[src/rtl/alu_exec_unit.sv]
// alu_exec_unit
// -----------------------------------------------------------------------------
// Execute-stage ALU. Add, sub, and, or and signed set-less-than complete in a
// single cycle. Logical/arithmetic shifts run iteratively, one bit position
// per clock, under a three-state controller (IDLE / BUSY / HOLD). Valid/ready
// handshakes on the operand side and the result side let the stall logic
// throttle the unit. A consumed result and a new accept may share one edge,
// so single-cycle ops stream at one per clock.
//
// Ports
//   clk        in   1      rising-edge clock
//   rst        in   1      asynchronous active-high reset
//   in_valid   in   1      operands and alu_cntrl are valid
//   in_ready   out  1      unit accepts an operation this cycle
//   alu_cntrl  in   3      operation code
//   src_a      in   WIDTH  operand A (value shifted by shift ops)
//   src_b      in   WIDTH  operand B ([SHW-1:0] is the shift amount)
//   out_valid  out  1      result/zero are valid
//   out_ready  in   1      consumer takes the result this cycle
//   result     out  WIDTH  registered result
//   zero       out  1      registered (result == 0)
// -----------------------------------------------------------------------------
module alu_exec_unit #(
  parameter int WIDTH = 32,
  localparam int SHW = $clog2(WIDTH)
) (
  input  logic             clk,
  input  logic             rst,
  input  logic             in_valid,
  output logic             in_ready,
  input  logic [2:0]       alu_cntrl,
  input  logic [WIDTH-1:0] src_a,
  input  logic [WIDTH-1:0] src_b,
  output logic             out_valid,
  input  logic             out_ready,
  output logic [WIDTH-1:0] result,
  output logic             zero
);

  localparam logic [2:0] OP_ADD = 3'b000;
  localparam logic [2:0] OP_SUB = 3'b001;
  localparam logic [2:0] OP_AND = 3'b010;
  localparam logic [2:0] OP_OR  = 3'b011;
  localparam logic [2:0] OP_SLL = 3'b100;
  localparam logic [2:0] OP_SLT = 3'b101;
  localparam logic [2:0] OP_SRL = 3'b110;
  localparam logic [2:0] OP_SRA = 3'b111;

  localparam logic [WIDTH-1:0] ZERO_W  = {WIDTH{1'b0}};
  localparam logic [WIDTH-1:0] ONE_W   = {{(WIDTH-1){1'b0}}, 1'b1};
  localparam logic [SHW-1:0]   CNT_ZERO = {SHW{1'b0}};
  localparam logic [SHW-1:0]   CNT_ONE  = {{(SHW-1){1'b0}}, 1'b1};

  typedef enum logic [1:0] {
    ST_IDLE = 2'd0,
    ST_BUSY = 2'd1,
    ST_HOLD = 2'd2
  } state_t;

  // True for the three codes that are executed by the iterative shifter.
  function automatic logic is_shift(input logic [2:0] code);
    logic r;
    case (code)
      OP_SLL:  r = 1'b1;
      OP_SRL:  r = 1'b1;
      OP_SRA:  r = 1'b1;
      default: r = 1'b0;
    endcase
    return r;
  endfunction

  // Result of every op that finishes in the accept cycle. Shift codes only
  // reach this path with a zero shift amount, where the answer is src_a.
  function automatic logic [WIDTH-1:0] single_cycle_result(
    input logic [2:0]       code,
    input logic [WIDTH-1:0] a,
    input logic [WIDTH-1:0] b
  );
    logic [WIDTH-1:0] r;
    case (code)
      OP_ADD:  r = a + b;
      OP_SUB:  r = a - b;
      OP_AND:  r = a & b;
      OP_OR:   r = a | b;
      OP_SLT:  r = ($signed(a) < $signed(b)) ? ONE_W : ZERO_W;
      OP_SLL:  r = a;
      OP_SRL:  r = a;
      OP_SRA:  r = a;
      default: r = ZERO_W;
    endcase
    return r;
  endfunction

  // One-bit shift step in the direction selected by the latched op code.
  function automatic logic [WIDTH-1:0] shift_one(
    input logic [2:0]       code,
    input logic [WIDTH-1:0] v
  );
    logic [WIDTH-1:0] r;
    case (code)
      OP_SLL:  r = {v[WIDTH-2:0], 1'b0};
      OP_SRL:  r = {1'b0, v[WIDTH-1:1]};
      OP_SRA:  r = {v[WIDTH-1], v[WIDTH-1:1]};
      default: r = v;
    endcase
    return r;
  endfunction

  state_t           state_r;
  state_t           next_state_s;
  logic [WIDTH-1:0] shreg_r;
  logic [WIDTH-1:0] next_shreg_s;
  logic [SHW-1:0]   cnt_r;
  logic [SHW-1:0]   next_cnt_s;
  logic [2:0]       op_r;
  logic [2:0]       next_op_s;
  logic [WIDTH-1:0] result_r;
  logic [WIDTH-1:0] next_result_s;
  logic             zero_r;
  logic             load_result_s;
  logic             out_valid_r;
  logic             in_ready_s;
  logic             accept_s;
  logic [SHW-1:0]   shamt_s;

  assign shamt_s  = src_b[SHW-1:0];
  assign accept_s = in_valid & in_ready_s;

  // Ready depends only on state and out_ready: HOLD frees the slot exactly
  // when the consumer takes the pending result.
  always_comb begin
    in_ready_s = 1'b0;
    case (state_r)
      ST_IDLE: in_ready_s = 1'b1;
      ST_BUSY: in_ready_s = 1'b0;
      ST_HOLD: in_ready_s = out_ready;
      default: in_ready_s = 1'b0;
    endcase
  end

  // Next-state and datapath selection for the controller.
  always_comb begin
    next_state_s  = state_r;
    next_shreg_s  = shreg_r;
    next_cnt_s    = cnt_r;
    next_op_s     = op_r;
    next_result_s = result_r;
    load_result_s = 1'b0;
    case (state_r)
      ST_IDLE, ST_HOLD: begin
        if (accept_s) begin
          // IDLE and HOLD share the accept path, which is what lets a
          // consume and a new accept happen on the same edge.
          if (is_shift(alu_cntrl) && (shamt_s != CNT_ZERO)) begin
            next_state_s = ST_BUSY;
            next_shreg_s = src_a;
            next_cnt_s   = shamt_s;
            next_op_s    = alu_cntrl;
          end else begin
            next_state_s  = ST_HOLD;
            next_result_s = single_cycle_result(alu_cntrl, src_a, src_b);
            load_result_s = 1'b1;
          end
        end else if ((state_r == ST_HOLD) && out_ready) begin
          next_state_s = ST_IDLE;
        end else begin
          next_state_s = state_r;
        end
      end
      ST_BUSY: begin
        next_shreg_s = shift_one(op_r, shreg_r);
        next_cnt_s   = cnt_r - CNT_ONE;
        if (cnt_r == CNT_ONE) begin
          // Last step: publish the final shifted value directly.
          next_state_s  = ST_HOLD;
          next_result_s = shift_one(op_r, shreg_r);
          load_result_s = 1'b1;
        end else begin
          next_state_s = ST_BUSY;
        end
      end
      default: begin
        next_state_s = ST_IDLE;
      end
    endcase
  end

  // Controller state, shifter and counter registers.
  always_ff @(posedge clk or posedge rst) begin
    if (rst) begin
      state_r <= ST_IDLE;
      shreg_r <= ZERO_W;
      cnt_r   <= CNT_ZERO;
      op_r    <= 3'b000;
    end else begin
      state_r <= next_state_s;
      shreg_r <= next_shreg_s;
      cnt_r   <= next_cnt_s;
      op_r    <= next_op_s;
    end
  end

  // Output registers; zero is only refreshed together with result so the
  // pair always agrees while out_valid is high.
  always_ff @(posedge clk or posedge rst) begin
    if (rst) begin
      result_r    <= ZERO_W;
      zero_r      <= 1'b0;
      out_valid_r <= 1'b0;
    end else begin
      out_valid_r <= (next_state_s == ST_HOLD);
      if (load_result_s) begin
        result_r <= next_result_s;
        zero_r   <= (next_result_s == ZERO_W);
      end else begin
        result_r <= result_r;
        zero_r   <= zero_r;
      end
    end
  end

  assign in_ready  = in_ready_s;
  assign out_valid = out_valid_r;
  assign result    = result_r;
  assign zero      = zero_r;

endmodule

[config.mk]
export PLATFORM = sky130hd
export DESIGN_NAME = alu_exec_unit
export DESIGN_NICKNAME = d
export VERILOG_FILES = /design/src/rtl/alu_exec_unit.sv
export SDC_FILE = /design/constraint.sdc
export NUM_CORES = 1
export LEC_CHECK = 0
export BUFFER_PORTS_ARGS = -buffer_cell sky130_fd_sc_hd__buf_4
export CORE_MARGIN = 4
export CORE_UTILIZATION = 51
export DETAILED_ROUTE_END_ITERATION = 16
export PLACE_DENSITY = 0.76
export SETUP_SLACK_MARGIN = 0.3
export SYNTH_ARGS = -nofsm -noshare
export SYNTH_HDL_FRONTEND = slang
export SYNTH_SLANG_ARGS = --single-unit
[constraint.sdc]
create_clock -name clk -period 8.32 [get_ports clk]
set_input_delay 0 -clock clk [delete_from_list [all_inputs] [get_ports clk]]
set_output_delay 0 -clock clk [all_outputs]
set_load 0.1 [all_outputs]
# [Yosys cells after proc, flatten, opt, wreduce, memory -nomap -nowiden]
# Index checks and enable logic that the tools add are counted.
# W data, S select, Z words.
[classes] magnitude_cmp=1 n_eq_ne=16 reduce_logical=11 muxes=26 bitwise_logic=3 n_addsub=3
[ops] op="$pmux W32 S6" n=1
[ops] op="$mux W32" n=5
[ops] op="$pmux W32 S2" n=2
[ops] op="$pmux W32 S3" n=1
[ops] op="$add A32 B32 Y32" n=1
[ops] op="$and A32 B32 Y32" n=1
[ops] op="$logic_not A32 Y1" n=1
[ops] op="$lt A32 B32 Y1" n=1
[ops] op="$or A32 B32 Y32" n=1
[ops] op="$sub A32 B32 Y32" n=1
[ops] op="$eq A3 B3 Y1 const B" n=7
[ops] op="$mux W5" n=2
[ops] op="$pmux W5 S2" n=1
[ops] op="$mux W2" n=4
[ops] op="$mux W1" n=7
[ops] op="$eq A3 B2 Y1 const B" n=2
[ops] op="$reduce_and A3 Y1" n=2
[ops] op="$eq A5 B1 Y1 const B" n=1
[ops] op="$reduce_bool A5 Y1" n=1
[ops] op="$sub A5 B1 Y5 const B" n=1
[ops] op="$eq A2 B2 Y1 const B" n=2
[ops] op="$ne A2 B2 Y1 const B" n=2
[ops] op="$pmux W1 S2" n=2
[ops] op="$pmux W2 S2" n=1
[ops] op="9 further kinds" n=10
[totals] out_inout_bits=35 in_bits=71 word_cells=67 regBits=76

# [Longest topological paths before layout]
# Gate-level depths: netlist of run 1.
[logic_depth] depth_word=10 mapped_depth=15 ltp_nobuf=14

# [Worst setup path before layout of run 1]
# Ideal clock, no wire load.
[synth_timing] kind="register to register" from="reg cnt_r[1]" to="reg zero_r (netlist: zero)" t_arrival_ps=3628 t_required_ps=8225 path_buffers=0 slack_ps=4597 setup_time_ps=95 path_stages_with_launch=14 synth_period_minus_slack_ps=3723 path_cell_list="dfrtp_1 > inv_1 > ha_1 > or4b_1 > nor2_4 > a21oi_2 > a211oi_1 > or3b_1 > o2111ai_1 > nand4_1 > or4_1 > or4_1 > or4_1 > o31ai_1"
[synth_between] elab_chain_cells=4
[synth_rtl] element="from (decl)" line="113" source="logic [SHW-1:0] cnt_r;"
[synth_rtl] element="from (signal assigned)" line="198" source="cnt_r <= next_cnt_s;"
[synth_rtl] element="$eq A5 B1 Y1 *" line="173" source="if (cnt_r == CNT_ONE) begin"
[synth_rtl] element="$mux W32" line="173"
[synth_rtl] element="$pmux W32 S2" line="149" source="case (state_r)"
[synth_rtl] element="$logic_not A32 Y1" line="214" source="zero_r <= (next_result_s == ZERO_W);"
[synth_rtl] element="to (signal assigned)" line="214"
[synth_rtl] element="to (signal assigned)" line="217" source="zero_r <= zero_r;"
[synth_rtl] element="to (decl)" line="119" source="logic zero_r;"
# Every way passes the cells marked *; elsewhere a longest branch is shown, timed or not.
# A chain may end at the register's enable or synchronous reset.

# [Worst setup path after layout of run 1]
[layout_timing] from="reg state_r[0]" to="reg zero_r (netlist: zero)"
[layout_between] elab_chain_cells=6
[layout_rtl] element="from (decl)" line="109" source="state_t state_r;"
[layout_rtl] element="from (signal assigned)" line="196" source="state_r <= next_state_s;"
[layout_rtl] element="$eq A2 B2 Y1 / $logic_not A2 Y1 (equally long branches)" line="133, 149"
[layout_rtl] element="$pmux W1 S2" line="133" source="case (state_r)"
[layout_rtl] element="$and A1 B1 Y1" line="127" source="assign accept_s = in_valid & in_ready_s;"
[layout_rtl] element="$mux W32" line="151" source="if (accept_s) begin"
[layout_rtl] element="$pmux W32 S2" line="149"
[layout_rtl] element="$logic_not A32 Y1" line="214"
# Several ways; a longest one is shown, not always the timed one.

==> impl_results.md, run 1 <==
* Die area at ~21000 um2
* Register area share after synthesis at approximately a fifth
* Vias in the first global route at slightly above 10000
* CP max stage cell: nor2_4
* Most frequent cells in the layout: nand2_1 (154), buf_4 (118), nor2_1 (117)
* Internal power at between 1000 and 1500 uW
* Dpl cell area at around 11000 um2
* Worst-Skew Late Latency at around 350 ps
* Worst-Margin Slew at between 1000 and 1500 ps
* GR Overflow Total at 0
* Finished Cell Area at 11170 um2
* Initial Util at 51.79%
* RSZ-0062 raised after global routing: false
* Core ar. at between 15000 and 20000 um2
* Via count at 11163
* Clock skew at approximately 7.6 ps
* Outcome: completed
* Die Y at around 150 um
* Port Buffers at approximately 110
* Delay-heaviest family, CP: simple AND/OR/NAND/NOR gates
* CTS sink cnt at 76
* Max Slew Vio Count at 0
* Number of synthesized register bits at 76
* Slew HR at between 20% and 30%
* CTS tree: yes
* Commonest register cell after synthesis: dfrtp_1
* Final hold viol count at 0
* Syn_nets at between 1500 and 2000
* PD cells at ~270 nW/um2
* Placer Congestion at a little over 1
* Share of post-route cells with drive strength above 1 at 12.04%
* # setup viols final at 0
* # diodes at 0
* Antenna Nets Post-Route at 0
* LEAKAGE at about 0.005 uW
* Cells along the critical path: nand2b_1, nor2_4, a21oi_2, buf_4, a22oi_1, o21ai_0, a21oi_1, a31oi_1, or4_1, or4_1, or4_1, o31ai_1
* Clock-pin slew on the worst setup and hold paths at roughly 60 ps
* Yosys warns at 0
* Worst VDD drop at between 0.00015 and 0.0002 V
* Die width at ~150 um
* Met2 Track Usage GR at between 40% and 50%
* NumNets Final at 1586
* Post-synth ARST share at 100.0%
* First-pass GRT wire length at around 57 mm
* Post-synth EDFFs at 0
* Fmax at approximately 0.21 GHz
* Comb pwr share at 62.0%
* Distinct cells, synth at 85
* Overall power at slightly above 3000 uW
* Most common cell on crit path: or4_1
* Arrival @ worst endpoint at roughly 5000 ps
* Setup CP Type: flop to flop
* Worst-path fanout max at 28
* Non-filler cells, final at about 1700
* Residual DRC count at 0
* Post-DP HPWL at around 29 mm
* Routed WL per cell at between 20 and 25 um
* Tmin final at approximately 4700 ps
* Seq pwr share at 23.6%
* Boundary pin count at between 100 and 150
* Crit path setup slack, layout at between 3000 and 4000 ps
* Crit end category: flop
* Initial antenna violation count at 0
* CP max stage delay at ~650 ps
* DR iter-0 viols at between 1500 and 2000
* Layout area overhead at 15.72%
* Critical Path RT at between 8000 and 9000 ps
* Synth top area share at about a fifth
* Syn avg cell area at approximately 7.2 um2
* Net Sw Frac at between 50% and 60%
* Worst Hold Class: input pin to flop
* Power share of the clock group at between 10 and 15%
* Met1 usage at 48.32%
* Drt pass-1 iters at 6
* CTS Root Cell: clkbuf_16
* Final Cycle Share at 56.74%
* Crit path buffers/inverters at 1
* Cell area after synthesis at 9654 um2
* GRT busiest layer: met2
* All-Layer GR Usage at roughly a third
* Placed cells at between 1500 and 2000
* Syn Inst Count at about 1300
* Clock Path Buffers at 2
* Sw Pwr at around 1700 uW
* H-tree Lvls at 3
* Inserted Clock Buffers at 9
* Yosys top cell by area: dfrtp_1
* Met3 Resource Use GR at about a tenth
* Drt via density at just under 7
* Setup slack at placement at roughly 3700 ps
* Final WL at ~38 mm
* FP Rows at 50
* Crit path launch type: flop
* Top post-synthesis cells by area: dfrtp_1 (20%), ha_1 (13%), a21oi_1 (6.0%), nand2_1 (6.0%), o21ai_0 (4.8%)
* Cts repair resizes at 0
* Pin count of the biggest net entering global routing at 77
* Max-Cap Viols at 0
* Commonest non-fill, non-tap cell in the layout: nand2_1
* TNS Setup at 0 ps
==> what timing repair did <==
action,CTS,global route
buffers inserted,0,0
hold buffers,29,0
endpoints found under the hold margin,49,0
==> sequential cells by signal, summed over array words and instances, names as in the netlist <==
register	flops
cnt_r	5
op_r	3
out_valid	1
result	32
shreg_r	32
state_r	2
zero	1
==> routing by layer <==
| layer | wire [um] | vias to the layer above |
|---|---|---|
| met5 | 0 | - |
| met4 | 1169 | 0 |
| met3 | 5179 | 103 |
| met2 | 15800 | 765 |
| met1 | 15680 | 5219 |
| li1 | - | 5076 |
==> cell usage after synthesis (6+ instances only) <==
| cell | n |
|---|---|
| a22oi_1 | 46 |
| inv_1 | 100 |
| a22o_1 | 7 |
| a21oi_1 | 116 |
| and3_1 | 11 |
| nand2b_1 | 19 |
| ha_1 | 98 |
| a211o_1 | 9 |
| or4_1 | 10 |
| o311a_1 | 7 |
| a221o_1 | 7 |
| o31ai_1 | 15 |
| o21bai_1 | 12 |
| xnor2_1 | 18 |
| nor4_1 | 16 |
| a211oi_1 | 16 |
| nand3_1 | 29 |
| o21ai_0 | 92 |
| or2_2 | 6 |
| buf_1 | 11 |
| a21o_1 | 14 |
| o311ai_0 | 7 |
| o22ai_1 | 28 |
| clkbuf_1 | 61 |
| o21a_1 | 8 |
| a2111oi_0 | 9 |
| o211ai_1 | 17 |
| nand4_1 | 11 |
| a31oi_1 | 17 |
| dfrtp_1 | 76 |
| mux2i_1 | 7 |
| nor3_1 | 27 |
| or3_1 | 7 |
| nor2_1 | 119 |
| o221ai_1 | 6 |
| buf_2 | 6 |
| nor2b_1 | 11 |
| nand2_1 | 154 |
==> final timing paths <==
| kind | from | end | slack, ps | depth (start not counted) |
|---|---|---|---|---|
| worst max-delay path | state_r[0] | zero | 3600 | 12 |
| max in group asynchronous | rst | cnt_r[2] | 7170 | 4 |
| min in group asynchronous | rst | shreg_r[28] | 490 | 4 |
| worst min-delay path | src_a[31] | shreg_r[31] | 20 | 3 |
| worst max register to register | state_r[0] | zero | 3600 | 12 |
| worst min register to register | shreg_r[21] | shreg_r[21] | 530 | 2 |
==> power groups by stage <==
stage / combinational [uW] / sequential [uW] / clock, uW
6_report: 1900 / 723 / 442
5_1_grt: 2010 / 737 / 458
4_1_cts: 1860 / 712 / 443
3_5_place_dp: 1840 / 714 / 0
3_3_place_gp: 1830 / 716 / 0
2_1_floorplan: 895 / 1160 / 0
==> through the flow <==
stage	hold slack, ps	util, %
after floorplan	124.5	-
after global placement	277.1	56.56
after detailed placement	287.6	56.56
after CTS	6.200	59.93
after global routing	37.08	59.93
final	18.82	59.93
==> final cells by class <==
class / count / area (um2)
Clock buffer: 11 / 252.7
Fill cell: 1740 / 7471
Timing Repair Buffer: 147 / 1176
Multi-Input combinational cell: 1078 / 7077
Tap cell: 234 / 292.8
Sequential cell: 76 / 1902
Clock inverter: 5 / 83.83
Inverter: 103 / 387.9
==> worst register-to-register path, stage by stage (launching register included) <==
cell,delay [ps]
dfrtp_1,630
nand2b_1,530
nor2_4,650
a21oi_2,160
buf_4,280
a22oi_1,300
o21ai_0,140
a21oi_1,140
a31oi_1,80
or4_1,590
or4_1,400
or4_1,520
o31ai_1,240
==> cell families after synthesis <==
kind of cell,count (synthesis),synth area share [%]
compound gates,497,34.84
mux,9,0.9591
simple gates,451,22.25
xor+xnor,21,1.905
buf+inv,182,7.232
fa+ha+maj,100,13.12
flops,76,19.70
Note: power is estimated with default switching activity, not from simulation.
==> run 2: changes to the inputs <==
==> constraint.sdc (replaced) <==
create_clock -name clk -period 4.8 [get_ports clk]
set_input_delay 0 -clock clk [delete_from_list [all_inputs] [get_ports clk]]
set_output_delay 0 -clock clk [all_outputs]
set_load 0.1 [all_outputs]
==> impl_results.md, run 2 (synthesized netlist as in run 1, its figures left out) <==
* Outcome: completed
* Crit end category: flop
* FP Rows at 50 (unchanged)
* CTS Root Cell: clkbuf_16
* Initial antenna violation count at 0 (unchanged)
* First-pass GRT wire length at 61.18 mm (+6.5%)
* Setup slack at placement at 380.7 ps (-3346 ps)
* Share of post-route cells with drive strength above 1 at 13.57% (+1.5 points)
* Commonest non-fill, non-tap cell in the layout: nand2_1
* RSZ-0062 raised after global routing: false
* Delay-heaviest family, CP: simple AND/OR/NAND/NOR gates
* Worst-Skew Late Latency at 340 ps (about the same)
* Die area at 21200 um2 (unchanged)
* Max Slew Vio Count at 0 (unchanged)
* Worst Hold Class: input pin to flop
* Overall power at 5442 uW (+77%)
* Inserted Clock Buffers at 9 (unchanged)
* Tmin final at 4388 ps
* Initial Util at 51.79% (unchanged)
* LEAKAGE at 0.005188 uW (+1.1%)
* Routed WL per cell at 24.44 um (+6.9%)
* Setup CP Type: input pin to flop
* # diodes at 0 (unchanged)
* Boundary pin count at 106 (unchanged)
* H-tree Lvls at 3 (unchanged)
* Max-Cap Viols at 0 (unchanged)
* Port Buffers at 105 (unchanged)
* Worst VDD drop at 0.0003490 V (+82%)
* Placer Congestion at 1.051 (+1.9%)
* Antenna Nets Post-Route at 0 (unchanged)
* PD cells at 483.7 nW/um2 (+76%)
* NumNets Final at 1597 (+0.69%)
* TNS Setup at 0 ps (unchanged)
* CP max stage cell: or4_1
* Clock-pin slew on the worst setup and hold paths at 60 ps (about the same)
* Dpl cell area at 10680 um2 (+1.3%)
* Die Y at 145.6 um (unchanged)
* Post-DP HPWL at 31.42 mm (+8.9%)
* Clock skew at 7.028 ps (-0.5894 ps)
* # setup viols final at 0 (unchanged)
* Most common cell on crit path: or4_1
* Crit path buffers/inverters at 3 (+2)
* CP max stage delay at 590 ps (-60 ps)
* Final hold slack at 5.996 ps (-12.83 ps)
* All-Layer GR Usage at 36.47% (+2.7 points)
* Critical Path RT at 5050 ps (-3520 ps)
* Vias in the first global route at 10190 (unchanged)
* CTS tree: yes
* FILL cells at 1756 (+0.92%)
* Pin count of the biggest net entering global routing at 65 (-16%)
* Crit path setup slack, layout at 412.2 ps (-3187 ps)
* Fmax at roughly 0.23 GHz
* DR iter-0 viols at 1429 (-15%)
* GR Overflow Total at 0 (unchanged)
* Final hold viol count at 0 (unchanged)
* Drt pass-1 iters at 6 (unchanged)
* Finished Cell Area at 11250 um2 (+0.71%)
* Worst-path fanout max at 8 (-71%)
* Cells along the critical path: dlygate4sd3_1, buf_4, inv_1, ha_1, or4_1, a211oi_4, o21ai_1, xnor2_1, a21oi_1, a31oi_1, or4_1, or4_1, or4_1, o31ai_1
* Die width at 145.6 um (unchanged)
* Final Cycle Share at between 90% and 100%
* CTS sink cnt at 76 (unchanged)
* Worst-Margin Slew at 1123 ps (+2.698 ps)
* Final WL at 40.67 mm (+7.5%)
* Via count at 11431 (+2.4%)
* Clock Path Buffers at 2 (unchanged)
* Arrival @ worst endpoint at 4640 ps (-330 ps)
* Layout area overhead at 16.54%
* Residual DRC count at 0 (unchanged)
* Drt via density at 6.870 (+1.8%)
* Crit path launch type: input pin
* Slew HR at 24.88% (-0.21 points)
* Most frequent cells in the layout: nand2_1 (154), buf_4 (137), nor2_1 (117)
* Core ar. at 18640 um2 (unchanged)
run 2: per-stage QoR:
step | instances | utilization, %
2_1_floorplan | 1336 | -
3_3_place_gp | 1628 | 57.30
3_5_place_dp | 1628 | 57.30
4_1_cts | 1664 | 60.17
5_1_grt | 1664 | 60.35
6_report | 1664 | 60.35
run 2: area by class of cell:
cell class / count / area [um2] / area share [%]
tap: 234 / 292.8 / 2.602
clock inverter: 4 / 72.57 / 0.6450
timing repair buffer: 158 / 1239 / 11.01
multi-input combinational: 1078 / 7104 / 63.14
clock buffer: 11 / 252.7 / 2.246
sequential: 76 / 1902 / 16.90
inverter: 103 / 387.9 / 3.448
run 2: where the power goes:
part	total (uW)	leakage, uW	internal (uW)	switching [uW]
registers	1270	0.000948	927	346
logic	3420	0.00408	982	2440
clock network	749	0.000158	480	269
total	5440	0.00519	2390	3050
run 2: final timing paths:
check | slack (ps) | startpoint | to | cells past startpoint
hold reg to reg | 530 | shreg_r[20] | shreg_r[20] | 2
setup / recovery | 410 | src_a[3] | zero | 14
hold / removal | 6 | src_a[31] | shreg_r[31] | 3
max in group asynchronous | 3570 | rst | result[1] | 4
min in group asynchronous | 140 | rst | shreg_r[26] | 3
setup reg to reg | 460 | state_r[0] | zero | 12
run 2: what timing repair did:
action | CTS | global route
hold buffers | 21 | 0
hold endpoints to repair | 32 | 0
buffers inserted | 0 | 0
setup endpoints to repair | 0 | 1
gates resized for setup | 0 | 6
run 2: worst register-to-register path, stage by stage, from the launching register on:
cell and delay [ps]:
dfrtp_1 590, nor2b_1 410, and2_0 320, a21oi_2 180, buf_4 280, a22oi_2 320
o21ai_0 140, a21oi_1 140, a31oi_1 80, or4_1 530, or4_1 460, or4_1 550
o31ai_1 240
run 2: routing by layer:
metal	vias to the layer above	global-route usage [%]	part of all wire (%)
li1	5086	-	-
met1	5419	53.10	41
met2	801	53.05	42
met3	125	9.685	14
met4	0	10.45	3.2
met5	-	0	0
